<file path="src/rtl/ram_pkg.sv">
// Shared definitions for the parity RAM request controller: FSM encoding, default
// geometry and the even-parity helper used on returned read data.
package ram_pkg;

    localparam int unsigned DEF_MEM_WIDTH = 16;
    localparam int unsigned DEF_ADDR_SIZE = 10;

    // Wide enough for WR_HOLD / RD_LATENCY up to 15.
    localparam int unsigned HOLD_CNT_W = 4;

    // Widest data word the parity helper accepts.
    localparam int unsigned PARITY_MAX_W = 64;

    typedef enum logic [1:0] {
        StIdle   = 2'd0,
        StAccess = 2'd1,
        StResp   = 2'd2
    } state_e;

    // Callers zero-extend narrower words; the extra zeros do not change the result.
    function automatic logic even_parity(input logic [PARITY_MAX_W-1:0] data);
        return ^data;
    endfunction

endpackage

</file>
<file path="src/rtl/sat_counter.sv">
// Saturating up-counter with synchronous active-low clear; holds at all-ones.
module sat_counter #(
    parameter int unsigned CNT_WIDTH = 8
) (
    input  logic                 clk,
    input  logic                 rst,
    input  logic                 inc,
    output logic [CNT_WIDTH-1:0] count
);

    logic [CNT_WIDTH-1:0] count_q;
    logic [CNT_WIDTH-1:0] count_d;
    logic                 at_max;

    assign at_max = &count_q;

    always_comb begin
        count_d = count_q;
        if (inc && !at_max) begin
            count_d = count_q + CNT_WIDTH'(1);
        end
    end

    always_ff @(posedge clk) begin
        if (!rst) begin
            count_q <= '0;
        end else begin
            count_q <= count_d;
        end
    end

    assign count = count_q;

endmodule

</file>
<file path="src/rtl/ram_req_ctrl.sv">
// Upstream request controller for the parity single-port RAM: one request in flight,
// RAM controls held stable through ACCESS, read data returned with a parity check.
module ram_req_ctrl
    import ram_pkg::*;
#(
    parameter int unsigned MEM_WIDTH  = DEF_MEM_WIDTH,
    parameter int unsigned ADDR_SIZE  = DEF_ADDR_SIZE,
    parameter int unsigned WR_HOLD    = 3,
    parameter int unsigned RD_LATENCY = 4,
    parameter int unsigned CNT_WIDTH  = 8
) (
    input  logic                 clk,
    input  logic                 rst,

    input  logic                 req_valid,
    output logic                 req_ready,
    input  logic                 req_wr,
    input  logic [ADDR_SIZE-1:0] req_addr,
    input  logic [MEM_WIDTH-1:0] req_wdata,

    output logic                 rsp_valid,
    input  logic                 rsp_ready,
    output logic [MEM_WIDTH-1:0] rsp_rdata,
    output logic                 rsp_perr,
    output logic [CNT_WIDTH-1:0] err_count,

    output logic                 ram_blk_select,
    output logic                 ram_wr_en,
    output logic                 ram_rd_en,
    output logic                 ram_addr_en,
    output logic                 ram_dout_en,
    output logic [ADDR_SIZE-1:0] ram_addr,
    output logic [MEM_WIDTH-1:0] ram_din,
    input  logic [MEM_WIDTH-1:0] ram_dout,
    input  logic                 ram_parity
);

    localparam logic [HOLD_CNT_W-1:0] WR_LAST = HOLD_CNT_W'(WR_HOLD - 1);
    localparam logic [HOLD_CNT_W-1:0] RD_LAST = HOLD_CNT_W'(RD_LATENCY - 1);

    state_e                state_q, state_d;
    logic [HOLD_CNT_W-1:0] cnt_q, cnt_d;

    logic [ADDR_SIZE-1:0]  addr_q;
    logic [MEM_WIDTH-1:0]  wdata_q;
    logic                  wr_q;
    logic [MEM_WIDTH-1:0]  rdata_q;
    logic                  perr_q;

    logic                  load;
    logic                  capture;
    logic                  perr_now;
    logic                  in_access;

    assign perr_now = even_parity(PARITY_MAX_W'(ram_dout)) != ram_parity;

    always_comb begin
        state_d = state_q;
        cnt_d   = cnt_q;
        load    = 1'b0;
        capture = 1'b0;
        unique case (state_q)
            StIdle: begin
                if (req_valid) begin
                    load    = 1'b1;
                    cnt_d   = '0;
                    state_d = StAccess;
                end
            end
            StAccess: begin
                cnt_d = cnt_q + HOLD_CNT_W'(1);
                if (wr_q) begin
                    if (cnt_q == WR_LAST) begin
                        state_d = StIdle;
                    end
                end else if (cnt_q == RD_LAST) begin
                    capture = 1'b1;
                    state_d = StResp;
                end
            end
            StResp: begin
                if (rsp_ready) begin
                    state_d = StIdle;
                end
            end
            default: begin
                state_d = StIdle;
            end
        endcase
    end

    always_ff @(posedge clk) begin
        if (!rst) begin
            state_q <= StIdle;
            cnt_q   <= '0;
            addr_q  <= '0;
            wdata_q <= '0;
            wr_q    <= 1'b0;
            rdata_q <= '0;
            perr_q  <= 1'b0;
        end else begin
            state_q <= state_d;
            cnt_q   <= cnt_d;
            if (load) begin
                addr_q  <= req_addr;
                wdata_q <= req_wdata;
                wr_q    <= req_wr;
            end
            if (capture) begin
                rdata_q <= ram_dout;
                perr_q  <= perr_now;
            end
        end
    end

    sat_counter #(
        .CNT_WIDTH (CNT_WIDTH)
    ) u_err_cnt (
        .clk   (clk),
        .rst   (rst),
        .inc   (capture && perr_now),
        .count (err_count)
    );

    // RAM controls are pure decodes of the state plus the latched request, so they
    // cannot change while ACCESS lasts and are all zero in IDLE/RESP.
    assign in_access      = (state_q == StAccess);
    assign ram_blk_select = in_access;
    assign ram_addr_en    = in_access;
    assign ram_wr_en      = in_access && wr_q;
    assign ram_rd_en      = in_access && !wr_q;
    assign ram_dout_en    = in_access && !wr_q;
    assign ram_addr       = in_access ? addr_q : '0;
    assign ram_din        = (in_access && wr_q) ? wdata_q : '0;

    assign req_ready = (state_q == StIdle);
    assign rsp_valid = (state_q == StResp);
    assign rsp_rdata = rdata_q;
    assign rsp_perr  = perr_q;

endmodule

</file>
<file path="config.mk">
export PLATFORM = sky130hd
export DESIGN_NAME = ram_req_ctrl
export DESIGN_NICKNAME = d
export VERILOG_FILES = /design/src/rtl/ram_pkg.sv /design/src/rtl/sat_counter.sv /design/src/rtl/ram_req_ctrl.sv
export SDC_FILE = /design/constraint.sdc
export NUM_CORES = 1
export LEC_CHECK = 0
export ABC_CLOCK_PERIOD_IN_PS = 2300
export CORE_MARGIN = 2
export CORE_UTILIZATION = 43
export DETAILED_ROUTE_END_ITERATION = 8
export PLACE_DENSITY_LB_ADDON = 0.15
export SYNTH_ARGS = -nofsm -noshare
export SYNTH_HDL_FRONTEND = slang
export SYNTH_SLANG_ARGS = --single-unit
</file>
<file path="constraint.sdc">
create_clock -name clk -period 2.3 [get_ports clk]
set_clock_uncertainty 0.15 [all_clocks]
set_input_delay 0.345 -clock clk [delete_from_list [all_inputs] [get_ports clk]]
set_output_delay 0.345 -clock clk [all_outputs]
set_load 0.02 [all_outputs]
</file>
# --- Yosys cells after proc, flatten, opt, wreduce, memory -nomap -nowiden ---
# Index checks and enable logic that the tools add are counted.
op_classes:
  n_div: 0
  muxes: 15
  shift: 0
  mul: 0
  eq_ne: 9
  magnitude_cmp: 0
  reduce_logical: 12
  bitwise_logic: 0
  n_addsub: 2
ops:
  columns: ["op", "count"]
  rows:
  - ["XOR reduction 64 bit", 1]
  - ["2-to-1 mux 16 bit", 1]
  - ["2-to-1 mux 10 bit", 1]
  - ["2-to-1 mux 2 bit", 5]
  - ["adder 8 x 1 -> 8 bit, second input constant", 1]
  - ["equality test 4 x 2 -> 1 bit, second input constant", 2]
  - ["one-hot mux 4 bit (2 select lines)", 1]
  - ["AND reduction 8 bit", 1]
  - ["inequality test 3 x 2 -> 1 bit, second input constant", 2]
  - ["one-hot mux 2 bit (3 select lines)", 1]
  - ["2-to-1 mux 1 bit", 5]
  - ["adder 4 x 1 -> 4 bit, second input constant", 1]
  - ["logical AND 1 bit", 4]
  - ["2-to-1 mux 4 bit", 1]
  - ["AND reduction 4 bit", 1]
  - ["equality test 2 x 1 -> 1 bit, second input constant", 1]
  - ["equality test 2 bit, second input constant", 1]
  - ["logical NOT 1 bit", 2]
  - ["logical NOT 2 bit", 1]
  - ["inequality test 2 x 1 -> 1 bit, second input constant", 1]
  - ["inequality test 2 bit, second input constant", 1]
  - ["AND reduction 2 bit", 1]
  - ["nonzero test 2 bit", 1]
  - ["inequality test 1 bit", 1]
totals:
  regBits: 58
  ram_bits: 0
  latchBits: 0
  romBits: 0
  elab_cells: 46
  mem_count: 0

# --- Longest topological paths before layout ---
# Gate-level depths: netlist of run 1.
depth:
  depth_word: 6
  mapped_depth: 7

# --- By module ---
# From an unflattened synthesis of run 1, not the netlist that was laid out.
unflattened:
  cells_unflattened: 324
  area_unflattened_um2: 2617.5
modules_own_cells:
  columns: ["mod", "cells_each", "instances", "area_per_inst_um2", "seq_area_each_um2"]
  rows:
  - ["ram_req_ctrl", 281, 1, 2204.6, 1001.0]
  - ["sat_counter", 43, 1, 412.9, 160.2]

# --- Least setup slack after synthesis of run 1 ---
# No wires, ideal clock.
synth_path:
  path_type: "input to register"
  from: "input ram_dout[14]"
  to: "register u_err_cnt.count_q[7], in the netlist u_err_cnt.count[7]"
  path_slack_ns: 0.288
  arrival_time_ns: 1.744
  setup_time_ns: 0.118
  stages: 6
  t_required_ns: 2.032
  cell_sequence: "xor2_1 -> xnor2_1 -> xnor3_2 -> xnor2_1 -> or3_1 -> mux2i_1"
synth_via:
  elab_chain_len: 4
synth_lines:
  columns: ["item", "line", "source"]
  rows:
  - ["start, declared", "ram_req_ctrl.sv:34", "input logic [MEM_WIDTH-1:0] ram_dout,"]
  - ["XOR reduction 64 bit", "ram_pkg.sv:22", "return ^data;"]
  - ["inequality test 1 bit", "ram_req_ctrl.sv:55", "assign perr_now = even_parity(PARITY_MAX_W'(ram_dout)) != ram_parity;"]
  - ["logical AND 1 bit", "ram_req_ctrl.sv:121", ".inc (capture && perr_now),"]
  - ["logical AND 1 bit", "sat_counter.sv:19", "if (inc && !at_max) begin"]
  - ["end signal, assigned", "sat_counter.sv:28", "count_q <= count_d;"]
  - ["end, declared", "sat_counter.sv:11", "logic [CNT_WIDTH-1:0] count_q;"]
# Every way passes these cells.
# A chain may end at the register's enable or synchronous reset.

# --- Worst setup path in the final report of run 1 ---
layout_path:
  from: "input ram_dout[9]"
  to: "register u_err_cnt.count_q[7], in the netlist u_err_cnt.count[7]"
# The elaborated chain is that of the path after synthesis.

==> run summary, run 1 <==
status: finished, final reports clean
Syn Area/Cell: 7.80 um2
H-tree depth: 3
Avg WL per Cell: 12.5 um
Placeable Area: 5850 um2
Hold-fix buffers, CTS: 0
grt peak-use layer: met2
RSZ-0062 raised after global routing: yes
endpoint class of the critical path: flip-flop
Data arrival, critical path: 2.33 ns
WHS Path Cells: 2
final setup violation count: 0
Sw Ratio: 0.243
Max-slew headroom: 0.713
met3 Track Usage GR: 0.0500
Synth Net Count: 380
first-pass iteration count of the detailed router: 4
max_cap viols: 0
Total Wirelength: 6.44 mm
PortBufs: 105
met1 Usage GRT: 0.243
vias in the first global route: 2333
met2 Use GR: 0.339
FP Rows: 28
DRC: 0
Diodes inserted: 0
setup TNS: 0 ns
critical path's slowest cell: xnor3_2
leading cell types in the layout, fill and taps excluded: nand2_1, clkdlybuf4s50_1, dfxtp_1
highest clock rate: 441 MHz
die extent in y: 81.2 um
die area: 6600 um2
critical path fanouts, max: 5
CTS tree: yes
most common cell after layout, fill and taps aside: nand2_1
P_int: 0.00178 W
ratio of cells with drive above 1 in the final layout: 0.0708
RD Place Congestion: 0.825
Starting DRT DRC Count: 106
initial antenna violation count: 0
clk slew on worst S/H paths: 0.06 ns
Hold Fails Final Rpt: 0
DP Worst Slack: -0.332 ns
FF-to-FF End: u_err_cnt.count[2]$_SDFFE_PN0P_
via density per instance: 4.91
min cycle time layout: 2.27 ns
critical path data required time: 2.36 ns
CP startpoint kind: primary input
Distinct cells, synth: 32
synth warn: 0
Worst Path Class, Setup: primary input to flip-flop
Mapped Cells: 329
worst reg2reg setup slack: 0.26 ns
synthesized area: 2560 um2
global route overflow: 0
Critical R2R Launch: cnt_q[1]$_SDFFE_PN0P_
Initial Util: 0.438
fin crit share: 0.986
worst-skew pair later-pin latency: 0.33 ns
GRT Overall Usage: 0.205
Hold Path Sink: wdata_q[3]$_SDFFE_PN0P_
Inserted Clock Buffers: 9
Max clock buf depth: 2
flops & latches, synth: 58
Hold Path Class: flip-flop to flip-flop
Clk network pwr share: 0.392
clock root buffer: clkbuf_8
Leak: 1.69 nW
critical path cell sequence: clkdlybuf4s50_1 -> xnor2_1 -> xnor2_1 -> xnor3_2 -> xnor2_1 -> or3_1 -> mux2i_1
Slew Limit Fails: 0
PnR worst setup slack: 0.0316 ns
hold_sp: wdata_q[3]$_SDFFE_PN0P_
Net Sw Power: 0.000569 W
largest net degree at the start of global routing: 42
post-synthesis sequential area ratio: 0.453
Ports: 106
most frequent CP cell: xnor2_1
routed via count: 2521
area grow syn2layout: 51.9%
CP max stage delay: 0.49 ns
Die Wd: 81.2 um
first-pass GRT wire length: 10.4 mm
combinational share of power: 0.157
Sequential Power Share: 0.451
worst vdd ir: 354 uV
P per Cell Area: 602 nW/um2
# clock sinks: 58
Slew @ Worst Pin: 0.422 ns
hpwl dp: 4.42 mm
reg2reg path depth: 7
DRT antenna net count: 0
Nets: 486
[cells by family (layout without fill, tap and decap cells)]
logic type | after synthesis | count (layout) | share of synthesized area
xor+xnor | 16 | 16 | 0.0659
simple gates | 158 | 158 | 0.279
buf+inv | 28 | 137 | 0.0439
flops | 58 | 58 | 0.453
mux | 2 | 2 | 0.00927
compound gates | 64 | 64 | 0.135
fa+ha+maj | 3 | 3 | 0.0146
[worst max path at each step]
stage / start / to / slack (ns) / cells past startpoint
floorplan: ram_dout[14] / u_err_cnt.count[7]$_SDFFE_PN0P_ / 0.29 / 6
global placement: ram_dout[15] / u_err_cnt.count[7]$_SDFFE_PN0P_ / -0.33 / 7
detailed placement: ram_dout[14] / u_err_cnt.count[7]$_SDFFE_PN0P_ / -0.33 / 7
CTS: ram_dout[15] / u_err_cnt.count[7]$_SDFFE_PN0P_ / 0.002 / 7
global route: ram_dout[9] / u_err_cnt.count[2]$_SDFFE_PN0P_ / -0.07 / 7
finish: ram_dout[9] / u_err_cnt.count[7]$_SDFFE_PN0P_ / 0.03 / 7
[critical path, delay by kind of cell]
kind,cells,cell delay (ns)
XOR/XNOR,4,1.05
buffers and inverters,1,0.43
AND/OR/NAND/NOR,1,0.38
multiplexers,1,0.12
[routing by layer]
metal	share of wire	wire length [um]
met5	0	0
met1	0.44	2860
met4	0.021	135
met2	0.48	3060
met3	0.060	385
[cell usage after synthesis]
master	number	area share
a21oi_1	52	0.10
a311oi_1	1	0.0034
a31oi_1	1	0.0024
and2_1	12	0.029
and3_1	19	0.046
buf_1	1	0.0015
buf_4	2	0.0059
clkbuf_1	19	0.028
clkinv_1	1	0.0015
dfxtp_1	58	0.45
ha_1	3	0.015
inv_1	4	0.0059
inv_2	1	0.0015
mux2i_1	1	0.0039
mux2i_2	1	0.0054
nand2_1	93	0.14
nand2b_1	3	0.0073
nand3_1	9	0.018
nand4_1	1	0.0024
nor2_1	9	0.013
nor2b_1	3	0.0073
nor3_1	5	0.0098
o2111ai_1	2	0.0068
o21ai_0	5	0.0098
o221a_2	1	0.0044
o31a_1	1	0.0034
o31ai_1	1	0.0029
or3_1	4	0.0098
xnor2_1	11	0.038
xnor3_1	1	0.0088
xnor3_2	1	0.0093
xor2_1	3	0.010
[power groups by stage]
| stage | Clock (W) | Sequential, W | Combinational (W) |
|---|---|---|---|
| 5_1_grt | 0.000990 | 0.00106 | 0.000403 |
| 2_1_floorplan | 0 | 0.00107 | 0.000215 |
| 4_1_cts | 0.000943 | 0.00106 | 0.000372 |
| 6_report | 0.000921 | 0.00106 | 0.000368 |
| 3_3_place_gp | 0 | 0.00108 | 0.000369 |
| 3_5_place_dp | 0 | 0.00108 | 0.000375 |
[per-stage QoR]
stage	hold slack, ns	instances	power (W)	area (um2)	utilization
floorplan	0.282	329	0.00129	2560	-
global placement	0.288	499	0.00145	3720	0.636
detailed placement	0.292	499	0.00145	3720	0.636
CTS	0.301	513	0.00237	3880	0.664
global route	0.315	513	0.00245	3890	0.666
finish	0.300	513	0.00235	3890	0.666
[layout make-up]
class	instances	area, um2
clock buffer	11	151
clock inverter	3	40.0
fill	531	1960
inverter	6	22.5
multi-input combinational	243	1290
sequential	58	1160
tap	75	93.8
timing repair buffer	117	1130
[state kept, by name, summed over array words and instances, names as in the netlist]
register and cells:
rsp_rdata 16, state_q 2, cnt_q 4, wdata_q 16, rsp_perr 1, wr_q 1
u_err_cnt.count 8, addr_q 10
[timing repair]
item                                    in CTS  in global routing
gates resized for setup                     27                  5
hold endpoints to repair                     0                  0
pin swaps                                    0                  1
setup buffers                                0                  0
endpoints found under the setup margin      26                 13
(Power assumes the default switching activity.)
==> inputs of run 2 (changes only) <==
--- a/config.mk
+++ b/config.mk
@@ -9,6 +9,7 @@
 export CORE_MARGIN = 2
 export CORE_UTILIZATION = 43
 export DETAILED_ROUTE_END_ITERATION = 8
+export MAX_ROUTING_LAYER = met4
 export PLACE_DENSITY_LB_ADDON = 0.15
 export SYNTH_ARGS = -nofsm -noshare
 export SYNTH_HDL_FRONTEND = slang
==> run 2 against run 1 <==
  * Flip-flop and latch count unchanged
  * Final area unchanged
  * Utilization unchanged
  * First-iteration DRC count grew 9.4%
  * Routed wire length about the same
  * Critical path depth unchanged
  * Final cell count unchanged
  * Fmax rose by 0.25%
  * Via count fell by 0.28%
  * Count of clock-buffer cells in the layout unchanged
  * Die area did not move
  * Critical path type unchanged
  * Critical endpoint unchanged
==> run summary, run 2 (synthesis gave the netlist of run 1 again) <==
clock root buffer: clkbuf_8
P per Cell Area: 603 nW/um2 (+0.11%)
Hold-fix buffers, CTS: 0 (unchanged)
Hold Fails Final Rpt: 0 (unchanged)
worst vdd ir: 359 uV (+1.4%)
Diodes inserted: 0 (unchanged)
Fillers: 531 (unchanged)
fin crit share: 0.984 (-0.00245)
status: finished, final reports clean
via density per instance: 4.90 (-0.28%)
most common cell after layout, fill and taps aside: nand2_1
RD Place Congestion: 0.837 (+1.5%)
Max-slew headroom: 0.714 (about the same)
RSZ-0062 raised after global routing: yes
setup TNS: 0 ns (unchanged)
PnR Total Power: 0.00235 W (+0.11%)
storage element area: 1160 um2 (unchanged)
Max clock buf depth: 2 (unchanged)
min cycle time layout: 2.26 ns (-0.00564 ns)
critical path data required time: 2.36 ns (about the same)
Slew Limit Fails: 0 (unchanged)
initial antenna violation count: 0 (unchanged)
Initial Util: 0.438 (unchanged)
Total Wirelength: 6.44 mm (about the same)
leading cell types in the layout, fill and taps excluded: nand2_1, clkdlybuf4s50_1, dfxtp_1
worst reg2reg setup slack: 0.26 ns (about the same)
area grow syn2layout: 51.9% (unchanged)
first-pass GRT wire length: 10.4 mm (-0.27%)
FF-to-FF End: u_err_cnt.count[2]$_SDFFE_PN0P_
final instance area: 3890 um2 (unchanged)
FP Rows: 28 (unchanged)
ratio of cells with drive above 1 in the final layout: 0.0708 (unchanged)
hpwl dp: 4.42 mm (unchanged)
Avg WL per Cell: 12.6 um (about the same)
Placeable Area: 5850 um2 (unchanged)
Slew @ Worst Pin: 0.421 ns (-0.000518 ns)
die area: 6600 um2 (unchanged)
critical path fanouts, max: 5 (unchanged)
clk slew on worst S/H paths: 0.07 ns (about the same)
# clock sinks: 58 (unchanged)
worst-skew pair later-pin latency: 0.33 ns (about the same)
global route overflow: 0 (unchanged)
Data arrival, critical path: 2.33 ns (about the same)
PortBufs: 105 (unchanged)
multi-input combinational cell area: 1290 um2 (unchanged)
H-tree depth: 3 (unchanged)
CP startpoint kind: primary input
Critical path origin: ram_dout[9]
Worst Path Class, Setup: primary input to flip-flop
Ports: 106 (unchanged)
DRT antenna net count: 0 (unchanged)
Critical R2R Launch: cnt_q[1]$_SDFFE_PN0P_
routed via count: 2514 (-0.28%)
Inserted Clock Buffers: 9 (unchanged)
GRT Overall Usage: 0.211 (+0.00571)
highest clock rate: 442 MHz (+0.25%)
Starting DRT DRC Count: 116 (+9.4%)
max_cap viols: 0 (unchanged)
Nets: 486 (unchanged)
largest net degree at the start of global routing: 42 (unchanged)
Leak: 1.69 nW (unchanged)
placed cell area: 3720 um2 (unchanged)
endpoint class of the critical path: flip-flop
final setup violation count: 0 (unchanged)
die extent in y: 81.2 um (unchanged)
CTS tree: yes
vias in the first global route: 2334 (+0.043%)
Die Wd: 81.2 um (unchanged)
reg2reg path depth: 7 (unchanged)
first-pass iteration count of the detailed router: 4 (unchanged)
critical path endpoint: u_err_cnt.count[7]$_SDFFE_PN0P_
Hold Path Class: flip-flop to flip-flop
DRC: 0 (unchanged)
run 2: cell counts in the layout (fill, tap and decap cells not counted):
No cell type changed its count.
run 2: through the flow:
stage	utilization	worst slack [ns]	hold slack, ns	cells
3_5_place_dp	0.636	-0.332	0.292	499
3_3_place_gp	0.636	-0.327	0.288	499
5_1_grt	0.666	-0.0707	0.315	513
2_1_floorplan	-	0.288	0.282	329
4_1_cts	0.664	0.00236	0.301	513
6_report	0.666	0.0372	0.300	513
run 2: worst max-delay path, stage by stage:
cell and delay (ns):
clkdlybuf4s50_1 0.43, xnor2_1 0.20, xnor2_1 0.15, xnor3_2 0.48
xnor2_1 0.21, or3_1 0.38, mux2i_1 0.12
run 2: where the power goes:
group,total [W],switching (W),internal [W]
registers,0.00106,0.0000197,0.00104
logic,0.000368,0.000172,0.000196
clock network,0.000923,0.000380,0.000543
run 2: final cells by class:
cell class / instances / share of cell area
Sequential cell: 58 / 0.298
Clock buffer: 11 / 0.0389
Clock inverter: 3 / 0.0103
Tap cell: 75 / 0.0241
Inverter: 6 / 0.00578
Timing Repair Buffer: 117 / 0.291
Multi-Input combinational cell: 243 / 0.332
run 2: layer usage:
| metal | global-route usage | share of wire |
|---|---|---|
| met5 | - | 0 |
| met4 | 0.119 | 0.022 |
| met3 | 0.0478 | 0.057 |
| met2 | 0.340 | 0.48 |
| met1 | 0.243 | 0.44 |
run 2: what timing repair did:
item                                    in CTS  in global routing
gates cloned                                 0                  0
endpoints found under the setup margin      26                 13
pin swaps                                    0                  1
buffers inserted                             0                  0
resized for setup                           27                  5
endpoints found under the hold margin        0                  0
run 2: how the worst min path moves through the flow:
stage,slack (ns),cells past startpoint,end,startpoint
4_1_cts,0.30,2,wdata_q[7]$_SDFFE_PN0P_,wdata_q[7]$_SDFFE_PN0P_
3_3_place_gp,0.29,2,wdata_q[9]$_SDFFE_PN0P_,wdata_q[9]$_SDFFE_PN0P_
5_1_grt,0.32,2,addr_q[1]$_SDFFE_PN0P_,addr_q[1]$_SDFFE_PN0P_
3_5_place_dp,0.29,2,wdata_q[1]$_SDFFE_PN0P_,wdata_q[1]$_SDFFE_PN0P_
2_1_floorplan,0.28,2,addr_q[0]$_SDFFE_PN0P_,addr_q[0]$_SDFFE_PN0P_
6_report,0.30,2,wdata_q[3]$_SDFFE_PN0P_,wdata_q[3]$_SDFFE_PN0P_
